## src/rtl/ibex_pkg.sv

```systemverilog
// Shared fetch-side constants and requester identifiers for the instruction bus arbiter.
package ibex_pkg;

  localparam int unsigned IBEX_INSTR_ARB_NUM_REQ = 2;

  typedef enum logic [0:0] {
    ARB_REQ_FETCH = 1'b0,
    ARB_REQ_AUX   = 1'b1
  } ibex_instr_arb_req_e;

endpackage

```

## src/rtl/ibex_instr_arb_id_fifo.sv

```systemverilog
// In-order FIFO of requester IDs for granted-but-unanswered bus transactions.
module ibex_instr_arb_id_fifo #(
  parameter  int unsigned Depth = 2,
  parameter  int unsigned Width = 1,
  localparam int unsigned CntW  = $clog2(Depth + 1),
  localparam int unsigned PtrW  = (Depth > 1) ? $clog2(Depth) : 1
) (
  input  logic             clk_i,
  input  logic             rst_i,
  input  logic             push_i,
  input  logic [Width-1:0] push_id_i,
  input  logic             pop_i,
  output logic             full_o,
  output logic             empty_o,
  output logic [Width-1:0] head_id_o,
  output logic [CntW-1:0]  count_o
);

  logic [Width-1:0] mem_q [Depth];
  logic [Width-1:0] mem_d [Depth];
  logic [PtrW-1:0]  wr_ptr_q, wr_ptr_d, rd_ptr_q, rd_ptr_d;
  logic [CntW-1:0]  cnt_q, cnt_d;

  always_comb begin
    mem_d    = mem_q;
    wr_ptr_d = wr_ptr_q;
    rd_ptr_d = rd_ptr_q;
    cnt_d    = cnt_q;
    if (push_i) begin
      mem_d[wr_ptr_q] = push_id_i;
      wr_ptr_d = (wr_ptr_q == PtrW'(Depth - 1)) ? '0 : wr_ptr_q + PtrW'(1);
    end
    if (pop_i) begin
      rd_ptr_d = (rd_ptr_q == PtrW'(Depth - 1)) ? '0 : rd_ptr_q + PtrW'(1);
    end
    case ({push_i, pop_i})
      2'b10:   cnt_d = cnt_q + CntW'(1);
      2'b01:   cnt_d = cnt_q - CntW'(1);
      default: cnt_d = cnt_q;
    endcase
  end

  always_ff @(posedge clk_i or posedge rst_i) begin
    if (rst_i) begin
      for (int unsigned i = 0; i < Depth; i++) mem_q[i] <= '0;
      wr_ptr_q <= '0;
      rd_ptr_q <= '0;
      cnt_q    <= '0;
    end else begin
      mem_q    <= mem_d;
      wr_ptr_q <= wr_ptr_d;
      rd_ptr_q <= rd_ptr_d;
      cnt_q    <= cnt_d;
    end
  end

  assign full_o    = (cnt_q == CntW'(Depth));
  assign empty_o   = (cnt_q == '0);
  assign head_id_o = mem_q[rd_ptr_q];
  assign count_o   = cnt_q;

  a_no_push_full: assert property (@(posedge clk_i) disable iff (rst_i) push_i |-> !full_o);

endmodule

```

## src/rtl/ibex_instr_bus_arbiter.sv

```systemverilog
// Round-robin arbiter sharing one instruction-memory port, with in-order response routing.
module ibex_instr_bus_arbiter
  import ibex_pkg::*;
#(
  parameter int unsigned NumReq         = IBEX_INSTR_ARB_NUM_REQ,
  parameter int unsigned MaxOutstanding = 2
) (
  input  logic                 clk_i,
  input  logic                 rst_i,
  input  logic [NumReq-1:0]    req_i,
  input  logic [NumReq*32-1:0] addr_i,
  output logic [NumReq-1:0]    gnt_o,
  output logic [NumReq-1:0]    rvalid_o,
  output logic [31:0]          rdata_o,
  output logic [NumReq-1:0]    err_o,
  output logic                 instr_req_o,
  input  logic                 instr_gnt_i,
  output logic [31:0]          instr_addr_o,
  input  logic                 instr_rvalid_i,
  input  logic [31:0]          instr_rdata_i,
  input  logic                 instr_err_i,
  output logic                 busy_o
);

  localparam int unsigned IdW  = (NumReq > 1) ? $clog2(NumReq) : 1;
  localparam int unsigned CntW = $clog2(MaxOutstanding + 1);

  logic [IdW-1:0]  rr_ptr_q, rr_ptr_d, owner_q, owner_d, winner, cur_owner, head_id;
  logic            lock_q, lock_d, seen_gnt_q, seen_gnt_d, found;
  logic            push, pop, fifo_full, fifo_empty;
  logic [CntW-1:0] count;
  logic [31:0]     addr_sel;
  int unsigned     base_idx, scan_idx;

  ibex_instr_arb_id_fifo #(
    .Depth (MaxOutstanding),
    .Width (IdW)
  ) u_id_fifo (
    .clk_i     (clk_i),
    .rst_i     (rst_i),
    .push_i    (push),
    .push_id_i (cur_owner),
    .pop_i     (pop),
    .full_o    (fifo_full),
    .empty_o   (fifo_empty),
    .head_id_o (head_id),
    .count_o   (count)
  );

  always_comb begin
    winner   = '0;
    found    = 1'b0;
    scan_idx = 0;
    base_idx = {{(32 - IdW){1'b0}}, rr_ptr_q};
    for (int unsigned i = 0; i < NumReq; i++) begin
      scan_idx = (base_idx + i) % NumReq;
      if (!found && req_i[scan_idx]) begin
        winner = IdW'(scan_idx);
        found  = 1'b1;
      end
    end

    // A locked owner stays on the bus even if it drops req_i; full cannot occur while locked.
    cur_owner   = lock_q ? owner_q : winner;
    instr_req_o = lock_q | (found & ~fifo_full);

    addr_sel = '0;
    for (int unsigned k = 0; k < NumReq; k++) begin
      if (IdW'(k) == cur_owner) addr_sel = addr_i[k*32 +: 32];
    end
    instr_addr_o = addr_sel & 32'hFFFF_FFFC;

    push  = instr_req_o & instr_gnt_i;
    gnt_o = '0;
    for (int unsigned k = 0; k < NumReq; k++) gnt_o[k] = push & (IdW'(k) == cur_owner);

    lock_d     = lock_q;
    owner_d    = owner_q;
    rr_ptr_d   = rr_ptr_q;
    seen_gnt_d = seen_gnt_q | push;
    if (push) begin
      lock_d   = 1'b0;
      rr_ptr_d = (cur_owner == IdW'(NumReq - 1)) ? '0 : cur_owner + IdW'(1);
    end else if (instr_req_o) begin
      lock_d  = 1'b1;
      owner_d = cur_owner;
    end

    pop      = instr_rvalid_i & ~fifo_empty;
    rvalid_o = '0;
    err_o    = '0;
    for (int unsigned k = 0; k < NumReq; k++) begin
      rvalid_o[k] = pop & (IdW'(k) == head_id);
      err_o[k]    = pop & (IdW'(k) == head_id) & instr_err_i;
    end
  end

  always_ff @(posedge clk_i or posedge rst_i) begin
    if (rst_i) begin
      lock_q     <= 1'b0;
      owner_q    <= '0;
      rr_ptr_q   <= '0;
      seen_gnt_q <= 1'b0;
    end else begin
      lock_q     <= lock_d;
      owner_q    <= owner_d;
      rr_ptr_q   <= rr_ptr_d;
      seen_gnt_q <= seen_gnt_d;
    end
  end

  assign rdata_o = instr_rdata_i;
  assign busy_o  = (count != '0) | instr_req_o;

  // Stale responses are tolerated only until the first grant after reset.
  a_addr_stable: assert property (@(posedge clk_i) disable iff (rst_i) lock_q |-> $stable(instr_addr_o));
  a_gnt_onehot:  assert property (@(posedge clk_i) disable iff (rst_i) $onehot0(gnt_o));
  a_rv_onehot:   assert property (@(posedge clk_i) disable iff (rst_i) $onehot0(rvalid_o));
  a_no_stray_rv: assert property (@(posedge clk_i) disable iff (rst_i)
                                  (instr_rvalid_i & fifo_empty) |-> !seen_gnt_q);

endmodule

```

## config.mk

```make
export PLATFORM = sky130hd
export DESIGN_NAME = ibex_instr_bus_arbiter
export DESIGN_NICKNAME = d
export VERILOG_FILES = /design/src/rtl/ibex_pkg.sv /design/src/rtl/ibex_instr_arb_id_fifo.sv /design/src/rtl/ibex_instr_bus_arbiter.sv
export SDC_FILE = /design/constraint.sdc
export NUM_CORES = 1
export LEC_CHECK = 0
export BUFFER_PORTS_ARGS = -buffer_cell sky130_fd_sc_hd__buf_2
export CAP_MARGIN = 20
export CORE_AREA = 2 2 69 71
export CTS_CLUSTER_DIAMETER = 40
export DETAILED_ROUTE_END_ITERATION = 16
export DIE_AREA = 0 0 71 73
export PLACE_DENSITY = 0.79
export SYNTH_ARGS = -nofsm -noshare
export SYNTH_HDL_FRONTEND = slang
export SYNTH_SLANG_ARGS = --single-unit
```

## constraint.sdc

```tcl
create_clock -name clk_i -period 3.1 [get_ports clk_i]
set_clock_uncertainty 0.1 [all_clocks]
set_input_delay 0.31 -clock clk_i [delete_from_list [all_inputs] [get_ports clk_i]]
set_output_delay 0.31 -clock clk_i [all_outputs]
set_load 0.01 [all_outputs]
```

Yosys cells after proc, flatten, opt, wreduce, memory -nomap -nowiden. Cells that the tools add are included.

Output and inout port bits: 72. Logic and storage cells: 70. Flip-flop bits (word level): 9.

$add $sub $neg: 6. Bitwise operators: 18. Reductions and logical operators: 8. Multiplexer cells: 22. Magnitude comparators: 5. Equal/unequal tests: 3.

Operator list (count): $mux 32 (1); $mux 1 (18); $and 1x1->1 (9); $reduce_bool 2->1 (3); $not 1->1 (5); $add 1x1->1 const B (4); $eq 2x2->1 const B (2); $ge 2x2->1 const B (2); $lt 1x2->1 const B (2); $not 1->2 (2); $pmux 2 s2 (1); $add 2x1->2 const B (1); $bwmux 2 (1); $eq 2x1->1 const B (1); $logic_and 1x1->1 (2); $logic_not 2->1 (1); $lt 2x1->1 const B (1); $or 1x1->1 (2); $reduce_and 2->1 (1); $sub 2x1->2 const B (1); $demux 1 s1 (1); $logic_not 1->1 (1).

Longest topological paths before layout. Gate-level depths: netlist of the first run.

Depth in word-level cells: 11. Mapped depth: 7. Gate-level depth less buffers: 7.

Hierarchy. From an unflattened synthesis of the first run, not the netlist that was laid out.

Cells, all modules: 116. Area total of the unflattened synthesis: 1137.3 um2.

By module, submodules not included: ibex_instr_bus_arbiter (cells each 94, area an instance 865.8 um2, times used 1, sequential area each 75.1 um2); ibex_instr_arb_id_fifo (cells each 22, area an instance 271.5 um2, times used 1, sequential area each 150.1 um2).

Worst setup path before layout of the first run. No wires, ideal clock.

Kind: reg-to-output. Start: register lock_q. End: output port instr_addr_o[10]. Setup slack: 1.364 ns. Path buffers: 1. Arrival: 1.326 ns. Cell stages (with the launch flop): 4. Required time: 2.690 ns. Path through: dfrtp_1 -> o21ai_2 -> buf_4 -> mux2_2.

Longest elaborated chain between the ends: 2.

Ends and longest elaborated chain: start: declaration (line ibex_instr_bus_arbiter.sv:29) `logic lock_q, lock_d, seen_gnt_q, seen_gnt_d, found;`; start signal: assignment (line ibex_instr_bus_arbiter.sv:105) `lock_q <= lock_d;`; $mux 1 (line ibex_instr_bus_arbiter.sv:64) `cur_owner = lock_q ? owner_q : winner;`; $mux 32 (line ibex_instr_bus_arbiter.sv:69) `if (IdW'(k) == cur_owner) addr_sel = addr_i[k*32 +: 32];`; end: declaration (line ibex_instr_bus_arbiter.sv:18) `output logic [31:0] instr_addr_o,`.

No other way between the ends.

Worst setup path in the final report of the first run.
Start: register rr_ptr_q. End: output port instr_addr_o[24].

Longest elaborated chain between the ends: 8. Elaborated cells on any way between the ends: 12. Those cells by class: 1 x add/sub; 9 x mux; 2 x reduce/logical.

Ends and longest elaborated chain: start: declaration (line ibex_instr_bus_arbiter.sv:28) `logic [IdW-1:0] rr_ptr_q, rr_ptr_d, owner_q, owner_d, winner, cur_owner, head_id;`; start signal: assignment (line ibex_instr_bus_arbiter.sv:107) `rr_ptr_q <= rr_ptr_d;`; $mux 1 (implied by the code) (2 in series) (line ibex_instr_bus_arbiter.sv:57) `if (!found && req_i[scan_idx]) begin`; $mux 1 (line ibex_instr_bus_arbiter.sv:57); $logic_not 1->1 (line ibex_instr_bus_arbiter.sv:57); $logic_and 1x1->1 (line ibex_instr_bus_arbiter.sv:57); $mux 1 (*) (line ibex_instr_bus_arbiter.sv:57); $mux 1 (*) (line ibex_instr_bus_arbiter.sv:64); $mux 32 (*) (line ibex_instr_bus_arbiter.sv:69).

Every way passes the cells marked *; elsewhere a longest branch is shown, timed or not. The select of a mux whose other input is x is not followed.

==> flow_summary_export.csv, run 1 <==
group,metric,value,unit
worst_setup_path,crit_fanout,26,
power_and_ir_drop,p_sw_share,38.4,%
worst_setup_path,r2r-end,"u_id_fifo.count_o[1]",
route,routedWlPerCell,10.8,um
cts,clk_pin_slew_worst_paths,0.05,ns
place,post-place-ws,1.00,ns
cells_and_area,antenna_cells,0,
synth,synth_compound_area_share,4.10,%
power_and_ir_drop,clkPwrFrac,13.7,%
power_and_ir_drop,power_frac_seq,22.8,%
worst_setup_path,startpoint_type,"flop",
global_routing,grt.total_usage,8.49,%
cells_and_area,register_area,225,um^2
place,io_buffers,104,
route,via_count,1007,
global_routing,busiest_layer,"met2",
worst_setup_path,cp_data_arrival_time,1.81,ns
sta,finalSetupViolations,0,
route,drt-pass1-iter-count,4,
min_path,hp-start,"instr_gnt_i",
global_routing,grtUsageMet3,2.21,%
place,dp_hpwl,2220,um
synth,ys_seq_area_share,20.5,%
cts,cts-buffers-inserted,3,
floorplanning,rows,25,
synth,synthDistinctLibCells,23,
global_routing,grt_pass1_wl,3510,um
global_routing,grt_max_degree,27,
route,drc,0,
global_routing,grt_antenna_before_repair,0,
sta,period_needed,2.22,ns
cts,h-tree-depth,1,
cells_and_area,multi_input_area,588,um^2
global_routing,use_met2,14.3,%
worst_setup_path,reg2regPathDepth,6,
sta,setup_tns,0,ns
synth,synth_xor_area_share,3.99,%
cells_and_area,final_cell_mix,"buf_2, mux2_2, dfrtp_1",
global_routing,grt_overflow_total,0,
cts,clockBufferDepth,2,
sta,hold_viol_final,0,
min_path,min_path_type,"in -> reg",
cts,cts_tree,"yes",
worst_setup_path,r2r_start,"u_id_fifo.count_o[0]",
power_and_ir_drop,power_leakage,0.800,nW
place,dp_cells,238,
synth,synthSimpleGateAreaFrac,7.86,%
power_and_ir_drop,p_comb_share,63.4,%
worst_setup_path,r2r_slack,1.20,ns
global_routing,grt_util_met1,9.84,%
power_and_ir_drop,net-switching-power,375,uW
route,routed_wl,2630,um
floorplanning,die_h,73,um
floorplanning,ios,175,
cts,clk_latency,0.23,ns
synth,syn_inst,115,
synth,muxShareOfSynthArea,35.1,%
floorplanning,initial_core_util,24.2,%
outcome,status,"complete, no violations",
cts,cts_setup_buffers,0,
sta,period_share,71.7,%
cts,root_buffer,"clkbuf_8",
power_and_ir_drop,p_total,977,uW
place,placed_area,1440,um^2
route,detail_route.vias_per_cell,4.14,
cells_and_area,fillCellCount,471,
worst_setup_path,critPathCaptureType,"output port",
synth,synth_top_family_by_area,"multiplexers",
synth,avgSynthCellArea,9.55,um^2
power_and_ir_drop,ir_drop,200,uV
worst_setup_path,crit_type,"reg -> out",
cells_and_area,stdcell_count,243,
synth,synth-adder-area-share,1.14,%
place,routabilityCongestion,0.694,
cells_and_area,post_route_cells_drive_above_1_share,77.8,%
sta,finalWorstSetupSlack,0.876,ns
cells_and_area,syn2layout_area_growth,36.2,%
sta,slew_violations,0,
floorplanning,die_x,71,um
cells_and_area,nets,294,
route,ant_nets,0,
run,cap_violations,0,
sta,rsz0062_at_grt,"false",
route,drt_iter0_drc,26,
global_routing,grt_pass1_vias,861,
synth,synth_area,1100,um^2
cts,clock-sinks,9,
floorplanning,core_area,4540,um^2
power_and_ir_drop,p_int,602,uW
floorplanning,die-area,5180,um^2
power_and_ir_drop,power_density,653,nW/um^2
worst_setup_path,cp.required,2.69,ns
cells_and_area,finalInstanceArea,1500,um^2
worst_setup_path,endpoint,"instr_addr_o[24]",
worst_setup_path,crit_start,"rr_ptr_q",
sta,max_freq,0.450,GHz
synth,ys_seq_elements,9,
synth,yosysWarnings,0,
cells_and_area,layout_commonest_cell,"buf_2",
-- final cells by class --
class,instances,area share (%)
clock inverter,1,0.334
inverter,5,1.25
timing repair buffer,106,36.8
multi-input combinational,65,39.3
clock buffer,3,2.76
sequential,9,15.1
tap,54,4.52
-- worst min-delay path by stage --
| stage | endpoint | slack [ns] | cells after the start |
|---|---|---|---|
| 2_1_floorplan | lock_q | 0.04 | 1 |
| 3_3_place_gp | u_id_fifo.count_o[1] | 0.18 | 2 |
| 3_5_place_dp | u_id_fifo.count_o[1] | 0.19 | 2 |
| 4_1_cts | lock_q | 0.19 | 2 |
| 5_1_grt | lock_q | 0.21 | 2 |
| 6_report | lock_q | 0.20 | 2 |
-- registers in the layout, summed over array words and instances, names as in the netlist --
| name | flops |
|---|---|
| owner_q | 1 |
| rr_ptr_q | 1 |
| lock_q | 1 |
| u_id_fifo.count_o | 2 |
| u_id_fifo.mem_q | 2 |
| u_id_fifo.rd_ptr_q | 1 |
| u_id_fifo.wr_ptr_q | 1 |
-- power groups by stage --
| stage | clock [mW] | combinational [mW] | sequential (mW) |
|---|---|---|---|
| floorplan | 0 | 0.472 | 0.212 |
| global placement | 0 | 0.609 | 0.221 |
| detailed placement | 0 | 0.627 | 0.227 |
| CTS | 0.141 | 0.631 | 0.225 |
| global route | 0.143 | 0.677 | 0.232 |
| finish | 0.134 | 0.620 | 0.223 |
-- critical path: stages (launching register included) --
cell and delay [ns]:
dfrtp_1 0.34, o21ai_0 0.14, o21ai_4 0.35, buf_12 0.23, mux2_2 0.35, buf_2 0.14
-- stage by stage --
step	hold slack [ns]	utilization (%)
2_1_floorplan	0.0379	-
3_3_place_gp	0.182	31.8
3_5_place_dp	0.194	31.8
4_1_cts	0.190	33.0
5_1_grt	0.207	33.0
6_report	0.197	33.0
-- routing by layer --
layer	vias up	share of wire, %
met2	63	50
met3	4	11
li1	494	-
met5	-	0
met1	446	37
met4	0	1.3
-- logic make-up after synthesis --
kind of cell | count (synthesis)
flops | 9
compound gates | 6
buf+inv | 42
other cells | 1
simple gates | 17
fa+ha+maj | 1
xor+xnor | 5
mux | 34
-- cell usage after synthesis --
| master | count | area [um^2] |
|---|---|---|
| a21oi_4 | 1 | 16.3 |
| and2_1 | 1 | 6.26 |
| and3_1 | 1 | 6.26 |
| buf_4 | 37 | 278 |
| conb_1 | 1 | 3.75 |
| dfrtp_1 | 9 | 225 |
| ha_1 | 1 | 12.5 |
| inv_1 | 4 | 15.0 |
| inv_2 | 1 | 3.75 |
| mux2_2 | 32 | 360 |
| mux2_4 | 1 | 15.0 |
| mux2i_1 | 1 | 10.0 |
| nand2_1 | 3 | 11.3 |
| nand2b_1 | 1 | 6.26 |
| nand2b_2 | 1 | 8.76 |
| nor2_1 | 6 | 22.5 |
| nor2b_1 | 1 | 6.26 |
| o21ai_0 | 4 | 20.0 |
| o21ai_2 | 1 | 8.76 |
| or2_2 | 1 | 6.26 |
| or3_1 | 2 | 12.5 |
| xnor2_1 | 4 | 35.0 |
| xor2_1 | 1 | 8.76 |
-- what timing repair did --
item | in CTS | in global routing
hold buffers | 1 | 0
gates resized for setup | 0 | 0
setup endpoints to repair | 0 | 0
endpoints found under the hold margin | 9 | 0
(Power assumes the default switching activity.)
==> run 2, diff against run 1 <==
--- a/config.mk
+++ b/config.mk
@@ -7,11 +7,11 @@
 export LEC_CHECK = 0
 export BUFFER_PORTS_ARGS = -buffer_cell sky130_fd_sc_hd__buf_2
 export CAP_MARGIN = 20
-export CORE_AREA = 2 2 69 71
+export CORE_AREA = 2 2 67 69
 export CTS_CLUSTER_DIAMETER = 40
 export DETAILED_ROUTE_END_ITERATION = 16
-export DIE_AREA = 0 0 71 73
-export PLACE_DENSITY = 0.79
+export DIE_AREA = 0 0 69 71
+export PLACE_DENSITY = 0.83
 export SYNTH_ARGS = -nofsm -noshare
 export SYNTH_HDL_FRONTEND = slang
 export SYNTH_SLANG_ARGS = --single-unit
==> constraint.sdc (replaced) <==
create_clock -name clk_i -period 2.1 [get_ports clk_i]
set_clock_uncertainty 0.1 [all_clocks]
set_input_delay 0.21 -clock clk_i [delete_from_list [all_inputs] [get_ports clk_i]]
set_output_delay 0.21 -clock clk_i [all_outputs]
set_load 0.01 [all_outputs]
==> run 2 against run 1 <==
Final area increased by 4.3%. First-iteration DRC count down 27%. Hold slack got worse by 0.11 ns. Final cell count is 1.2% higher. Count of clock-buffer cells in the layout stayed put. Register-to-register slack lost 1.0 ns. Via count is 3.4% higher. Largest power group unchanged.
==> flow_summary_export.csv, run 2 (synthesized netlist as in run 1, its figures left out) <==
group,metric,value,unit
outcome,status,"complete, no violations",
cts,clk_pin_slew_worst_paths,0.04,ns
floorplanning,rows,24,
place,post-place-ws,-0.0833,ns
min_path,hold_depth,2,
power_and_ir_drop,power_leakage,0.829,nW
cts,clk_latency,0.24,ns
place,dp_hpwl,2320,um
cells_and_area,finalInstanceArea,1560,um^2
sta,hold_viol_final,0,
cts,root_buffer,"clkbuf_8",
cells_and_area,antenna_cells,0,
cells_and_area,stdcell_count,246,
sta,rsz0062_at_grt,"false",
cts,h-tree-depth,1,
sta,setup_tns,0,ns
floorplanning,die_h,71,um
worst_setup_path,crit_family,"buffers and inverters",
worst_setup_path,crit_fanout,17,
global_routing,grt_overflow_total,0,
global_routing,grt_max_degree,18,
route,drt-pass1-iter-count,2,
floorplanning,die_x,69,um
route,via_count,1041,
sta,max_freq,0.510,GHz
floorplanning,initial_core_util,26.1,%
floorplanning,core_area,4200,um^2
worst_setup_path,critPathSlowestCell,"dfrtp_2",
worst_setup_path,critPathCaptureType,"output port",
cts,clock-sinks,9,
place,dp_cells,237,
worst_setup_path,reg2regPathDepth,6,
run,cap_violations,0,
cells_and_area,final_core_util,37.1,%
worst_setup_path,worstPathCellList,"buf_4 > nand2_2 > o21ai_4 > buf_12 > mux2_2 > buf_2",
global_routing,grt_antenna_before_repair,0,
place,io_buffers,104,
sta,finalSetupViolations,0,
floorplanning,ios,175,
place,routabilityCongestion,0.718,
worst_setup_path,slowest_delay,0.42,ns
cells_and_area,nets,299,
global_routing,grt_pass1_vias,996,
worst_setup_path,cp.required,1.79,ns
route,routedWlPerCell,12.2,um
worst_setup_path,path_buf_inv,3,
min_path,min_to,"lock_q",
global_routing,grt_pass1_wl,4450,um
cts,clockBufferDepth,2,
min_path,hp-start,"instr_gnt_i",
cts,cts-buffers-inserted,3,
route,drt_iter0_drc,19,
worst_setup_path,cp_data_arrival_time,1.65,ns
worst_setup_path,r2r_slack,0.16,ns
cells_and_area,layout_commonest_cell,"buf_2",
worst_setup_path,startpoint_type,"flop",
worst_setup_path,crit_type,"reg -> out",
sta,period_share,93.4,%
cts,cts_tree,"yes",
cells_and_area,final_cell_mix,"buf_2, mux2_2, dfrtp_1",
power_and_ir_drop,power_density,998,nW/um^2
min_path,min_path_type,"in -> reg",
worst_setup_path,r2r-end,"u_id_fifo.count_o[1]",
place,placed_area,1430,um^2
route,ant_nets,0,
sta,finalWorstSetupSlack,0.139,ns
worst_setup_path,r2r_start,"u_id_fifo.count_o[0]",
route,routed_wl,2990,um
floorplanning,die-area,4900,um^2
sta,slew_violations,0,
route,drc,0,
cells_and_area,syn2layout_area_growth,42.0,%
sta,period_needed,1.96,ns
route,detail_route.vias_per_cell,4.23,
cells_and_area,post_route_cells_drive_above_1_share,79.9,%
power_and_ir_drop,ir_drop,257,uV
global_routing,grt.total_usage,11.3,%
run 2: changes by cell type in the layout (fill, tap and decap cells not counted):
cell,previous run,this run
nand2_1,3,2
dfrtp_2,0,1
dfrtp_1,9,8
o21ai_4,1,2
buf_4,0,3
buf_12,1,2
o21ai_0,4,3
o21ai_2,0,1
nand2_2,0,1
run 2: final cells by class:
type                            instances  area, um^2
Clock inverter                          1        5.00
Clock buffer                            3        41.3
Inverter                                5        18.8
Timing Repair Buffer                  110         593
Fill cell                             438        2640
Tap cell                               52        65.1
Sequential cell                         9         226
Multi-Input combinational cell         66         611
run 2: report_power, final:
part	switching [mW]	internal [mW]	total, mW
logic	0.454	0.561	1.01
registers	0.0819	0.260	0.342
clock network	0.0710	0.129	0.201
total	0.607	0.950	1.56
run 2: stage by stage:
stage	hold slack (ns)	power (mW)
CTS	0.0944	1.55
finish	0.0904	1.56
global placement	0.0803	1.22
floorplan	-0.0621	1.01
detailed placement	0.0817	1.26
global route	0.111	1.68
run 2: how the worst max path moves through the flow:
stage	start	endpoint	slack [ns]	cells past startpoint
5_1_grt	u_id_fifo.count_o[0]	u_id_fifo.count_o[1]	0.04	6
3_5_place_dp	req_i[0]	instr_addr_o[6]	-0.08	6
2_1_floorplan	u_id_fifo.count_o[0]	u_id_fifo.count_o[1]	0.40	6
3_3_place_gp	req_i[0]	instr_addr_o[6]	-0.04	6
4_1_cts	rr_ptr_q	instr_addr_o[23]	0.03	4
6_report	lock_q	instr_addr_o[6]	0.14	6
run 2: what timing repair did:
| action | 4_1_cts | 5_1_grt |
|---|---|---|
| hold endpoints to repair | 9 | 0 |
| setup endpoints to repair | 32 | 15 |
| cloned | 1 | 0 |
| gates resized for setup | 3 | 2 |
| hold buffers | 1 | 0 |
| pin swaps | 2 | 1 |
| setup buffers | 2 | 1 |
run 2: metal layers:
layer	part of all wire (%)	track usage (%)
met3	8.4	2.85
met5	0	0
met4	2.5	5.23
met1	35	12.3
met2	54	20.4
==> run 3, diff against run 2 <==
--- a/config.mk
+++ b/config.mk
@@ -5,13 +5,15 @@
 export SDC_FILE = /design/constraint.sdc
 export NUM_CORES = 1
 export LEC_CHECK = 0
+export ABC_AREA = 1
 export BUFFER_PORTS_ARGS = -buffer_cell sky130_fd_sc_hd__buf_2
 export CAP_MARGIN = 20
 export CORE_AREA = 2 2 67 69
 export CTS_CLUSTER_DIAMETER = 40
 export DETAILED_ROUTE_END_ITERATION = 16
 export DIE_AREA = 0 0 69 71
-export PLACE_DENSITY = 0.83
+export PLACE_DENSITY = 0.84
+export SLEW_MARGIN = 25
 export SYNTH_ARGS = -nofsm -noshare
 export SYNTH_HDL_FRONTEND = slang
 export SYNTH_SLANG_ARGS = --single-unit
==> run 3 against run 2 <==
Sequential share of layout area increased by 0.36 points. Routed wire length grew 6.1%. Register-to-register slack better by 0.18 ns. Die area unchanged. Largest power group unchanged. Highest routed layer unchanged.
==> flow_summary_export.csv, run 3 <==
group,metric,value,unit
outcome,status,"complete, no violations",
worst_setup_path,startpoint_type,"flop",
cts,cts-buffers-inserted,3,
synth,synth_top_cells_by_area,"nand2_1, buf_4, dfrtp_1",
place,dp_hpwl,2610,um
synth,ys_seq_elements,9,
cells_and_area,syn2layout_area_growth,31.0,%
worst_setup_path,slowest_delay,0.39,ns
global_routing,grt_pass1_vias,1152,
cts,clock-sinks,9,
route,routedWlPerCell,9.91,um
sta,hold_viol_final,0,
synth,synth_commonest_cells,"nand2_1, buf_4, inv_1",
synth,synth_top_area_share,33.8,%
worst_setup_path,path_buf_inv,2,
floorplanning,die-area,4900,um^2
cts,root_buffer,"clkbuf_8",
worst_setup_path,cp.required,1.79,ns
power_and_ir_drop,ir_drop,350,uV
synth,dominantRegCellSynth,"dfrtp_1",
sta,rsz0062_at_grt,"false",
place,routabilityCongestion,0.759,
worst_setup_path,crit_family,"simple AND/OR/NAND/NOR gates",
sta,period_share,88.1,%
synth,yosysMostFrequentCell,"nand2_1",
route,drt_iter0_drc,29,
route,detail_route.vias_per_cell,4.19,
cts,h-tree-depth,1,
cts,cts_setup_buffers,0,
floorplanning,core_area,4200,um^2
synth,synth_top_area_cell,"nand2_1",
cells_and_area,antenna_cells,0,
synth,ys_seq_area_share,19.5,%
sta,setup_tns,0,ns
worst_setup_path,crit_type,"reg -> out",
global_routing,grt.total_usage,12.4,%
worst_setup_path,crit_cells,7,
worst_setup_path,crit_fanout,23,
floorplanning,ios,175,
global_routing,grt_overflow_total,0,
global_routing,grt_max_degree,33,
worst_setup_path,cp_data_arrival_time,1.54,ns
cells_and_area,nets,373,
sta,period_needed,1.85,ns
power_and_ir_drop,power_leakage,1.02,nW
cells_and_area,post_route_cells_drive_above_1_share,42.9,%
synth,synth_area,1160,um^2
min_path,hp-start,"instr_gnt_i",
route,routed_wl,3170,um
cts,clk_pin_slew_worst_paths,0.04,ns
min_path,min_path_type,"in -> reg",
floorplanning,die_x,69,um
synth,syn_inst,196,
worst_setup_path,r2r_start,"u_id_fifo.count_o[0]",
sta,slew_violations,0,
run,cap_violations,0,
min_path,hold_depth,3,
route,via_count,1341,
synth,avgSynthCellArea,5.90,um^2
power_and_ir_drop,power_density,1010,nW/um^2
floorplanning,initial_core_util,27.5,%
route,ant_nets,0,
worst_setup_path,r2r_slack,0.34,ns
global_routing,grt_antenna_before_repair,0,
floorplanning,rows,24,
min_path,min_to,"u_id_fifo.mem_q[1]",
synth,synthDistinctLibCells,22,
worst_setup_path,reg2regPathDepth,9,
place,io_buffers,104,
worst_setup_path,critPathCaptureType,"output port",
cts,clockBufferDepth,2,
synth,synth_edf_count,0,
synth,yosysWarnings,0,
worst_setup_path,critPathSlowestCell,"dfrtp_1",
route,drt-pass1-iter-count,4,
synth,async_flop_share,100,%
sta,max_freq,0.540,GHz
worst_setup_path,crit_top_cell,"nand2_1",
cells_and_area,final_core_util,36.0,%
cts,clk_latency,0.23,ns
cts,cts_tree,"yes",
worst_setup_path,r2r-end,"u_id_fifo.count_o[1]",
global_routing,grt_pass1_wl,5000,um
floorplanning,die_h,71,um
worst_setup_path,worstPathCellList,"nor2_1 > nand2_1 > nand2_4 > buf_4 > nand2_1 > nand2_1 > buf_2",
sta,finalSetupViolations,0,
route,drc,0,
cells_and_area,final_cell_mix,"nand2_1, buf_2, inv_1",
[run 3: cell families after synthesis]
logic type / share of synthesized area (%)
flops: 19.5
other cells: 0.324
compound gates: 2.92
fa+ha+maj: 1.08
simple gates: 42.7
xor+xnor: 2.27
buf+inv: 31.2
[run 3: per-layer routing]
metal / vias up / wire length, um / track usage, %
li1: 693 / - / -
met1: 551 / 1090 / 12.4
met2: 89 / 1620 / 22.1
met3: 8 / 432 / 6.41
met4: 0 / 38 / 4.58
met5: - / 0 / 0
[run 3: area by class of cell]
type                       instances  area [um^2]
fill                             448         2690
multi-input combinational        133          574
timing repair buffer             107          546
sequential                         9          225
tap                               52         65.1
inverter                          15         58.8
clock buffer                       4         45.0
[run 3: worst max-delay path by stage]
| stage | start | endpoint |
|---|---|---|
| final | lock_q | instr_addr_o[2] |
| after global routing | lock_q | instr_addr_o[17] |
| after CTS | rr_ptr_q | instr_addr_o[31] |
| after detailed placement | u_id_fifo.count_o[0] | u_id_fifo.count_o[1] |
| after global placement | rr_ptr_q | instr_addr_o[31] |
| after floorplan | u_id_fifo.count_o[0] | u_id_fifo.count_o[1] |
[run 3: repair_timing]
item	4_1_cts	5_1_grt
endpoints found under the hold margin	9	0
endpoints found under the setup margin	0	30
hold buffers	1	0
gates resized for setup	0	2
[run 3: through the flow]
stage	total power [mW]	instance area [um^2]	cells	setup slack (ns)	hold slack, ns
floorplan	1.06	1160	197	0.451	-0.0621
global placement	1.31	1460	315	0.368	0.0760
detailed placement	1.34	1460	315	0.348	0.0821
CTS	1.54	1510	320	0.110	0.217
global route	1.70	1510	320	0.0905	0.228
finish	1.52	1510	320	0.249	0.219
[run 3: worst min-delay path, cell delays in order]
cell	delay, ns
buf_2	0.14
nand4_1	0.10
nand2_1	0.05
[run 3: report_power, final]
| group | leakage [nW] | internal (mW) | switching, mW |
|---|---|---|---|
| clock | 0.0228 | 0.132 | 0.0641 |
| combinational | 0.889 | 0.400 | 0.617 |
| sequential | 0.110 | 0.256 | 0.0555 |
| total | 1.02 | 0.788 | 0.737 |
